`src/rtl/stack_sequencer.sv`:
```
// Stack transfer engine: pushes/pops one or two words (PC, flags) over the shared
// data bus with a req/grant handshake, and owns the empty-descending stack pointer.
module stack_sequencer #(
    parameter logic [7:0] SP_INIT  = 8'hFF,
    parameter logic [7:0] SP_LIMIT = 8'hC0
) (
    input  logic       clk,
    input  logic       rst,
    input  logic       init,
    input  logic       op_start,
    input  logic       op_push,
    input  logic       op_two,
    input  logic [7:0] push_pc,
    input  logic [7:0] push_flags,
    output logic       op_end,
    output logic [7:0] pop_pc,
    output logic [7:0] pop_flags,
    output logic       bus_req,
    input  logic       bus_grant,
    output logic [7:0] bus_addr,
    output logic       bus_wr,
    output logic       bus_rd,
    output logic [7:0] bus_wdata,
    input  logic [7:0] bus_rdata,
    output logic [7:0] sp,
    output logic       stk_ovf,
    output logic       stk_unf
);

    typedef enum logic [1:0] {IDLE, XFER0, XFER1, DONE} state_t;

    state_t     state_q, state_d;
    logic       push_q, push_d;
    logic       two_q, two_d;
    logic [7:0] word0_q, word0_d;
    logic [7:0] word1_q, word1_d;
    logic [7:0] sp_q, sp_d;
    logic [7:0] pop_pc_q, pop_pc_d;
    logic [7:0] pop_flags_q, pop_flags_d;
    logic       ovf_q, ovf_d;
    logic       unf_q, unf_d;
    logic       op_end_q, op_end_d;
    logic       bus_req_q, bus_req_d;
    logic       bus_wr_q, bus_wr_d;
    logic       bus_rd_q, bus_rd_d;
    logic [7:0] bus_addr_q, bus_addr_d;
    logic [7:0] bus_wdata_q, bus_wdata_d;

    logic [1:0] n_words;
    logic       push_fail;
    logic       pop_fail;

    // Bounds are evaluated 9 bits wide so that neither direction can wrap SP.
    always_comb begin
        n_words   = op_two ? 2'd2 : 2'd1;
        push_fail = ({1'b0, sp_q} + 9'd1) < ({1'b0, SP_LIMIT} + {7'd0, n_words});
        pop_fail  = ({1'b0, sp_q} + {7'd0, n_words}) > {1'b0, SP_INIT};
    end

    always_comb begin
        state_d     = state_q;
        push_d      = push_q;
        two_d       = two_q;
        word0_d     = word0_q;
        word1_d     = word1_q;
        sp_d        = sp_q;
        pop_pc_d    = pop_pc_q;
        pop_flags_d = pop_flags_q;
        ovf_d       = ovf_q;
        unf_d       = unf_q;

        case (state_q)
            IDLE: begin
                if (op_start) begin
                    push_d  = op_push;
                    two_d   = op_two;
                    word0_d = push_pc;
                    word1_d = push_flags;
                    if (!op_push) begin
                        pop_pc_d    = 8'd0;
                        pop_flags_d = 8'd0;
                    end
                    if (op_push && push_fail) begin
                        ovf_d   = 1'b1;
                        state_d = DONE;
                    end else if (!op_push && pop_fail) begin
                        unf_d   = 1'b1;
                        state_d = DONE;
                    end else begin
                        state_d = XFER0;
                    end
                end
            end
            XFER0, XFER1: begin
                if (bus_grant) begin
                    if (push_q) begin
                        sp_d = sp_q - 8'd1;
                    end else begin
                        sp_d = sp_q + 8'd1;
                        // A two-word pop meets the flags first, then the PC.
                        if (state_q == XFER0 && two_q) begin
                            pop_flags_d = bus_rdata;
                        end else begin
                            pop_pc_d = bus_rdata;
                        end
                    end
                    state_d = (state_q == XFER0 && two_q) ? XFER1 : DONE;
                end
            end
            DONE: begin
                state_d = IDLE;
            end
            default: begin
                state_d = IDLE;
            end
        endcase

        if (init) begin
            state_d     = IDLE;
            push_d      = 1'b0;
            two_d       = 1'b0;
            word0_d     = 8'd0;
            word1_d     = 8'd0;
            sp_d        = SP_INIT;
            pop_pc_d    = 8'd0;
            pop_flags_d = 8'd0;
            ovf_d       = 1'b0;
            unf_d       = 1'b0;
        end

        // Bus outputs are registered, so they are derived from the next-state values.
        op_end_d    = (state_d == DONE);
        bus_req_d   = (state_d == XFER0) || (state_d == XFER1);
        bus_wr_d    = bus_req_d & push_d;
        bus_rd_d    = bus_req_d & ~push_d;
        bus_addr_d  = !bus_req_d ? 8'd0 : (push_d ? sp_d : sp_d + 8'd1);
        bus_wdata_d = !bus_wr_d ? 8'd0 : ((state_d == XFER0) ? word0_d : word1_d);
    end

    always_ff @(posedge clk or posedge rst) begin
        if (rst) begin
            state_q     <= IDLE;
            push_q      <= 1'b0;
            two_q       <= 1'b0;
            word0_q     <= 8'd0;
            word1_q     <= 8'd0;
            sp_q        <= SP_INIT;
            pop_pc_q    <= 8'd0;
            pop_flags_q <= 8'd0;
            ovf_q       <= 1'b0;
            unf_q       <= 1'b0;
            op_end_q    <= 1'b0;
            bus_req_q   <= 1'b0;
            bus_wr_q    <= 1'b0;
            bus_rd_q    <= 1'b0;
            bus_addr_q  <= 8'd0;
            bus_wdata_q <= 8'd0;
        end else begin
            state_q     <= state_d;
            push_q      <= push_d;
            two_q       <= two_d;
            word0_q     <= word0_d;
            word1_q     <= word1_d;
            sp_q        <= sp_d;
            pop_pc_q    <= pop_pc_d;
            pop_flags_q <= pop_flags_d;
            ovf_q       <= ovf_d;
            unf_q       <= unf_d;
            op_end_q    <= op_end_d;
            bus_req_q   <= bus_req_d;
            bus_wr_q    <= bus_wr_d;
            bus_rd_q    <= bus_rd_d;
            bus_addr_q  <= bus_addr_d;
            bus_wdata_q <= bus_wdata_d;
        end
    end

    assign op_end    = op_end_q;
    assign pop_pc    = pop_pc_q;
    assign pop_flags = pop_flags_q;
    assign bus_req   = bus_req_q;
    assign bus_wr    = bus_wr_q;
    assign bus_rd    = bus_rd_q;
    assign bus_addr  = bus_addr_q;
    assign bus_wdata = bus_wdata_q;
    assign sp        = sp_q;
    assign stk_ovf   = ovf_q;
    assign stk_unf   = unf_q;

endmodule

```
`config.mk`:
```
export PLATFORM = sky130hd
export DESIGN_NAME = stack_sequencer
export DESIGN_NICKNAME = d
export VERILOG_FILES = /design/src/rtl/stack_sequencer.sv
export SDC_FILE = /design/constraint.sdc
export NUM_CORES = 1
export LEC_CHECK = 0
export BUFFER_PORTS_ARGS = -buffer_cell sky130_fd_sc_hd__buf_4
export CAP_MARGIN = 20
export CORE_MARGIN = 2
export CORE_UTILIZATION = 40
export CTS_CLUSTER_SIZE = 28
export DETAILED_ROUTE_END_ITERATION = 7
export GPL_TIMING_DRIVEN = 1
export PLACE_DENSITY_LB_ADDON = 0.3
export SLEW_MARGIN = 20
export SYNTH_ARGS = -nofsm -noshare
export SYNTH_HDL_FRONTEND = slang
export SYNTH_SLANG_ARGS = --single-unit
```
`constraint.sdc`:
```
create_clock -name clk -period 2.8 [get_ports clk]
set_input_delay 0.7 -clock clk [delete_from_list [all_inputs] [get_ports clk]]
set_output_delay 0.7 -clock clk [all_outputs]
set_load 0.01 [all_outputs]
```
# Word level (Yosys, flattened, before mapping)
# Cells that the tools add are included.
[word_totals]
ff_bits = 66
inputBits = 31
[classes]
add_sub_neg = 6
order_cmp = 2
eq_ne = 13
mux = 49
n_bitwise = 3
reduce_logical = 17
[ops]
columns = ["cell", "count"]
rows = [
  ["$mux W8", 24],
  ["$pmux W8 S2", 2],
  ["$ne A3 B3 Y1 const B", 6],
  ["$add A8 B1 Y8 const B", 2],
  ["$mux W1", 16],
  ["$mux W2", 6],
  ["$reduce_and A6 Y1", 2],
  ["$add A8 B1 Y9 const B", 1],
  ["$add A8 B2 Y9", 1],
  ["$add A8 B2 Y9 const A", 1],
  ["$gt A9 B8 Y1 const B", 1],
  ["$lt A9 B9 Y1", 1],
  ["$eq A2 B2 Y1 const B", 4],
  ["$reduce_bool A2 Y1", 4],
  ["$sub A8 B1 Y8 const B", 1],
  ["$pmux W2 S3", 1],
  ["$eq A2 B1 Y1 const B", 2],
  ["$reduce_and A4 Y1", 1],
  ["$logic_and A1 B1 Y1", 3],
  ["$reduce_and A3 Y1", 1],
  ["$reduce_bool A3 Y1", 1],
  ["$and A1 B1 Y1", 2],
  ["$logic_not A2 Y1", 1],
  ["$ne A2 B2 Y1 const B", 1],
  ["5 further kinds", 5],
]

# Logic depth before layout (Yosys ltp)
[logic_depth]
ltp_word = 13
mapped_depth = 13
depth_no_buf = 12

# Worst setup path after synthesis
# No wires, ideal clock.
[synth_timing]
path_kind = "register -> register"
from = "register sp_q[0] (netlist: sp[0])"
to = "register bus_wdata_q[0] (netlist: bus_wdata[0])"
setup_time_ns = 0.127
t_arrival_ns = 2.733
required_time_ns = 2.673
setup_slack_ns = -0.060
stages_incl_launch_ff = 12
period_less_slack_ns = 2.860
cell_sequence = "dfstp_2 ha_1 ha_1 a21oi_1 a32o_1 nand3_1 a2111o_1 ha_1 clkbuf_1 inv_1 nand2_1 nor2_1"
[synth_via]
elab_chain_len = 12
elab_cells_between_ends = 17
classes_between = "add/sub (2); order compare (2); eq/ne (2); mux (7); bitwise (1); reduce/logical (3)"
[synth_rtl]
columns = ["element", "line_no", "rtl"]
rows = [
  ["start: declaration", "37", "logic [7:0] sp_q, sp_d;"],
  ["start signal: assignment", "164", "sp_q <= sp_d;"],
  ["$add A8 B2 Y9", "57", "pop_fail = ({1'b0, sp_q} + {7'd0, n_words}) > {1'b0, SP_INIT};"],
  ["$gt A9 B8 Y1", "57", ""],
  ["$logic_and A1 B1 Y1", "86", "end else if (!op_push && pop_fail) begin"],
  ["$mux W2", "86", ""],
  ["$mux W2 *", "83", "if (op_push && push_fail) begin"],
  ["$mux W2 *", "74", "if (op_start) begin"],
  ["$pmux W2 S3 *", "72", "case (state_q)"],
  ["$mux W2 *", "118", "if (init) begin"],
  ["$eq A2 B1 Y1 or $eq A2 B2 Y1 (tied branches)", "133", "bus_req_d = (state_d == XFER0) || (state_d == XFER1);"],
  ["$logic_or A1 B1 Y1 *", "133", ""],
  ["via bus_req_d", "43", "logic bus_req_q, bus_req_d;"],
  ["$and A1 B1 Y1 *", "134", "bus_wr_d = bus_req_d & push_d;"],
  ["$mux W8 *", "137", "bus_wdata_d = !bus_wr_d ? 8'd0 : ((state_d == XFER0) ? word0_d : word1_d);"],
  ["via bus_wdata_d[0]", "47", "logic [7:0] bus_wdata_q, bus_wdata_d;"],
  ["end signal: assignment", "174", "bus_wdata_q <= bus_wdata_d;"],
  ["end: declaration", "47", ""],
]
# The timed path passes the listed nets; every way through them passes the cells marked *.
# A chain may end at the register's enable or synchronous reset.

# Worst setup path in the final report
[layout_timing]
from = "register sp_q[0] (netlist: sp[0])"
to = "register bus_addr_q[7] (netlist: bus_addr[7])"
[layout_via]
elab_chain_len = 11
elab_cells_between_ends = 23
classes_between = "add/sub (5); order compare (2); eq/ne (2); mux (11); reduce/logical (3)"
[layout_rtl]
columns = ["element", "line_no", "rtl"]
rows = [
  ["$add A8 B2 Y9", "57", ""],
  ["$gt A9 B8 Y1", "57", ""],
  ["$logic_and A1 B1 Y1", "86", ""],
  ["$mux W2", "86", ""],
  ["$mux W2", "83", ""],
  ["$mux W2", "74", ""],
  ["$pmux W2 S3", "72", ""],
  ["$mux W2", "118", ""],
  ["$eq A2 B1 Y1 or $eq A2 B2 Y1 (tied branches)", "133", ""],
  ["$logic_or A1 B1 Y1", "133", ""],
  ["$mux W8 *", "136", "bus_addr_d = !bus_req_d ? 8'd0 : (push_d ? sp_d : sp_d + 8'd1);"],
  ["via bus_addr_d[7]", "46", "logic [7:0] bus_addr_q, bus_addr_d;"],
  ["end signal: assignment", "173", "bus_addr_q <= bus_addr_d;"],
  ["end: declaration", "46", ""],
]
# Marks and branches as above.

==> parameters.txt <==
Parameter                              Value

Global routing
  Largest net degree at the start of global routing ... 51
  Wire length of the first global-routing pass ... 13200 um
  Leftover overflow at the end of global routing ... 0
  Initial antenna violation count ... 0
  Global routing usage summed across all routing layers ... 18.9%
  Number of global-route vias before repair ... 2831

Finish
  Count of nets after finishing ... 497
  Area growth from synthesis to final layout ... 33.7%
  Fraction of layout cells with a size suffix above 1 ... 31.0%
  Antenna Cells ... 0
  Most common cell after layout, fill and taps aside ... sky130_fd_sc_hd__buf_4
  Post-route cell area ... 0.00446 mm2
  Most used cells in the layout excluding fill and tap cells ... sky130_fd_sc_hd__buf_4, sky130_fd_sc_hd__nand2_1, sky130_fd_sc_hd__dfrtp_1, sky130_fd_sc_hd__a21oi_1, sky130_fd_sc_hd__nor2_1
  Final core occ ... 54.8%
  Filler instances ... 746
  Count of placed standard cells in the final layout, fillers left out ... 560

Setup path
  Worst setup path category ... flop to flop
  Worst path required time ... 3040 ps
  Count of buffering cells on the critical path with inverters included ... 1
  Worst Reg2Reg Path Length in Cells ... 9
  CP max FO ... 5
  Data arrival, critical path ... 2920 ps
  Cell family with most CP delay ... simple AND/OR/NAND/NOR gates
  Reg2Reg Capture Point ... bus_addr[7]$_DFF_PP0_
  Startpoint of the worst-slack reg-to-reg timing path ... sp[0]$_DFF_PP1_
  Register-to-Register Setup Slack ... 120 ps
  Longest individual stage delay on the worst path ... 580 ps
  Slowest stage cell on the critical path ... sky130_fd_sc_hd__dfstp_2
  Critical Path Source Type ... flop
  Kind of end point of the critical path ... flop
  Cell breakdown of the critical path ... inv_1 -> fa_1 -> and3b_1 -> a211oi_4 -> or4_4 -> a211oi_2 -> nand3_1 -> xor2_1 -> nor2_1

Yosys
  Area share of the leading cell type in the synthesized netlist ... 43.5%
  Syn avg cell area ... 9.37 um2
  Synthesized instance count ... 356
  Dominant cells by area after synthesis ... sky130_fd_sc_hd__dfrtp_1, sky130_fd_sc_hd__nand2_1, sky130_fd_sc_hd__dfstp_2, sky130_fd_sc_hd__ha_1, sky130_fd_sc_hd__a21oi_1
  Syn Nets ... 403
  Proportion of synthesized chip area in sequential cells ... 49.8%
  Yosys reg bits ... 66
  Main flop type after synthesis ... sky130_fd_sc_hd__dfrtp_1
  Library cell occupying the most area in the post-synthesis netlist ... sky130_fd_sc_hd__dfrtp_1
  Cell variety after synth ... 54
  Post-synth EDFFs ... 0
  Post-Synthesis Cell Area ... 0.00334 mm2
  Async set-or-reset flop fraction in the synthesized netlist ... 100%
  Warnings from Yosys ... 0

Timing
  Worst slew pin tran ... 635 ps
  Hold WS ... 337 ps
  Worst clock skew ... 7.47 ps
  Post-layout minimum cycle time ... 2680 ps
  Maximum clock frequency ... 373 MHz
  Max-slew headroom at the worst pin ... 57.7%
  Final Hold Viols ... 0
  Min setup slack post-route ... 122 ps
  Finish-stage setup viols ... 0
  Final max-slew violation count ... 0
  Total negative slack for setup checks ... 0 ps
  Tcrit/Tclk final ... 95.7%

Placed design
  DP Cell Count ... 543
  HPWL Detailed ... 5840 um
  Port-buffer cells ... 76
  Placer congestion estimate ... 0.810
  Placed instance area ... 0.00415 mm2
  Worst slack at placement ... -76.1 ps

Floorplanning
  I/O pin total ... 77
  Die outline area ... 0.00909 mm2
  Area of the core ... 0.00813 mm2
  Die width ... 95.3 um
  Standard-cell rows ... 33
  Y dimension of the die ... 95.3 um
  Initial core utilization ... 41.0%

Routing
  DRC viols ... 0
  Total wire length after detailed routing ... 8050 um
  Drt first-iter violations ... 89
  First-pass DRT Iterations ... 4
  Via Count ... 2824
  Post-detailed-route count of antenna-violating nets ... 0
  Routed len/inst ... 14.4 um
  Vias per std cell ... 5.04

Pwr
  Maximum ir drop on the vdd rail ... 0.678 mV
  Cell area power density ... 1180 mW/mm2
  Leakage power ... 2.16 nW
  Final total power ... 5.25 mW

Clock tree
  Clock insertion delay at the later pin of the skew report ... 350 ps
  Clock sink count ... 66
  Longest Clk Path Bufs ... 2
  TritonCTS Buffers ... 9
  CTS tree ... done
  CTS H-tree depth ... 3
  Clock-pin slew of the registers on the worst-case setup and hold paths ... 80 ps
  # hold bufs at CTS ... 0
  Root buffer cell ... sky130_fd_sc_hd__clkbuf_8

Status
  Run status ... complete, no violations

Flow run
  Number of violations of the max-capacitance limit ... 0

Min path
  Worst min path class ... input port to async pin
[how the worst max path moves through the flow]
stage                    start                      to  slack (ps)  depth (start not counted)
2_1_floorplan  sp[0]$_DFF_PP1_  bus_wdata[0]$_DFF_PP0_          50                         11
3_3_place_gp            op_two  bus_wdata[5]$_DFF_PP0_         -30                         12
3_5_place_dp            op_two  bus_wdata[7]$_DFF_PP0_         -80                         12
4_1_cts        sp[0]$_DFF_PP1_  bus_wdata[4]$_DFF_PP0_          20                         12
5_1_grt        sp[0]$_DFF_PP1_   bus_addr[6]$_DFF_PP0_         -40                         11
6_report       sp[0]$_DFF_PP1_   bus_addr[7]$_DFF_PP0_         120                          9
[layer usage]
| metal | up-vias | global-route usage [%] | wire (um) |
|---|---|---|---|
| met4 | 0 | 6.88 | 111 |
| met3 | 14 | 4.74 | 478 |
| li1 | 1396 | - | - |
| met2 | 69 | 31.3 | 4000 |
| met5 | - | 0 | 0 |
| met1 | 1345 | 23.8 | 3450 |
[cell usage after synthesis (all sizes together), types with 2 or more instances]
master	n
a311o	2
fa	2
buf	5
nand2	63
dfstp	8
a21oi	32
a21boi	2
and3	2
xor2	2
nand4	2
nor2	29
nor2b	2
a211oi	4
a21o	3
a211o	2
xnor2	6
clkbuf	10
o21ai	21
nand3	21
ha	14
and2	3
mux2i	10
nand2b	3
dfrtp	58
o31ai	2
nor3	3
inv	26
[kinds of logic (layout without fill, tap and decap cells)]
kind of cell | count (synthesis) | after routing | share of synthesized area (%)
AO/OA/AOI/OAI | 78 | 78 | 14.7
multiplexers | 10 | 10 | 3.00
AND/OR/NAND/NOR | 137 | 137 | 19.1
buffers and inverters | 41 | 140 | 4.80
XOR/XNOR | 8 | 8 | 2.10
adder cells (fa/ha/maj) | 16 | 16 | 6.45
flip-flops | 66 | 66 | 49.8
[state kept, by name, indices dropped and copies added, names as in the netlist]
register	count
pop_flags	8
stk_ovf	1
bus_rd	1
state_q	2
push_q	1
word0_q	8
two_q	1
bus_wr	1
bus_addr	8
bus_wdata	8
bus_req	1
op_end	1
pop_pc	8
word1_q	8
stk_unf	1
sp	8
[where the power goes]
part           switching, mW  total (mW)  internal [mW]
Sequential             0.195        1.46           1.26
Combinational           1.48        2.73           1.25
Clock                  0.378        1.06          0.685
Total                   2.05        5.25           3.20
[repair_timing]
item,CTS,global route
setup buffers,0,1
endpoints found under the setup margin,0,13
gates resized for setup,0,10
[layout make-up]
type                            count  area (um2)  share of cell area (%)
Sequential cell                    66        1660                    37.3
Multi-Input combinational cell    249        1560                    34.9
Timing Repair Buffer               98         748                    16.8
Clock inverter                      6         136                    3.06
Tap cell                          105         131                    2.95
Clock buffer                       10         128                    2.86
Inverter                           26        97.6                    2.19
Power figures use the tool's default switching activity.
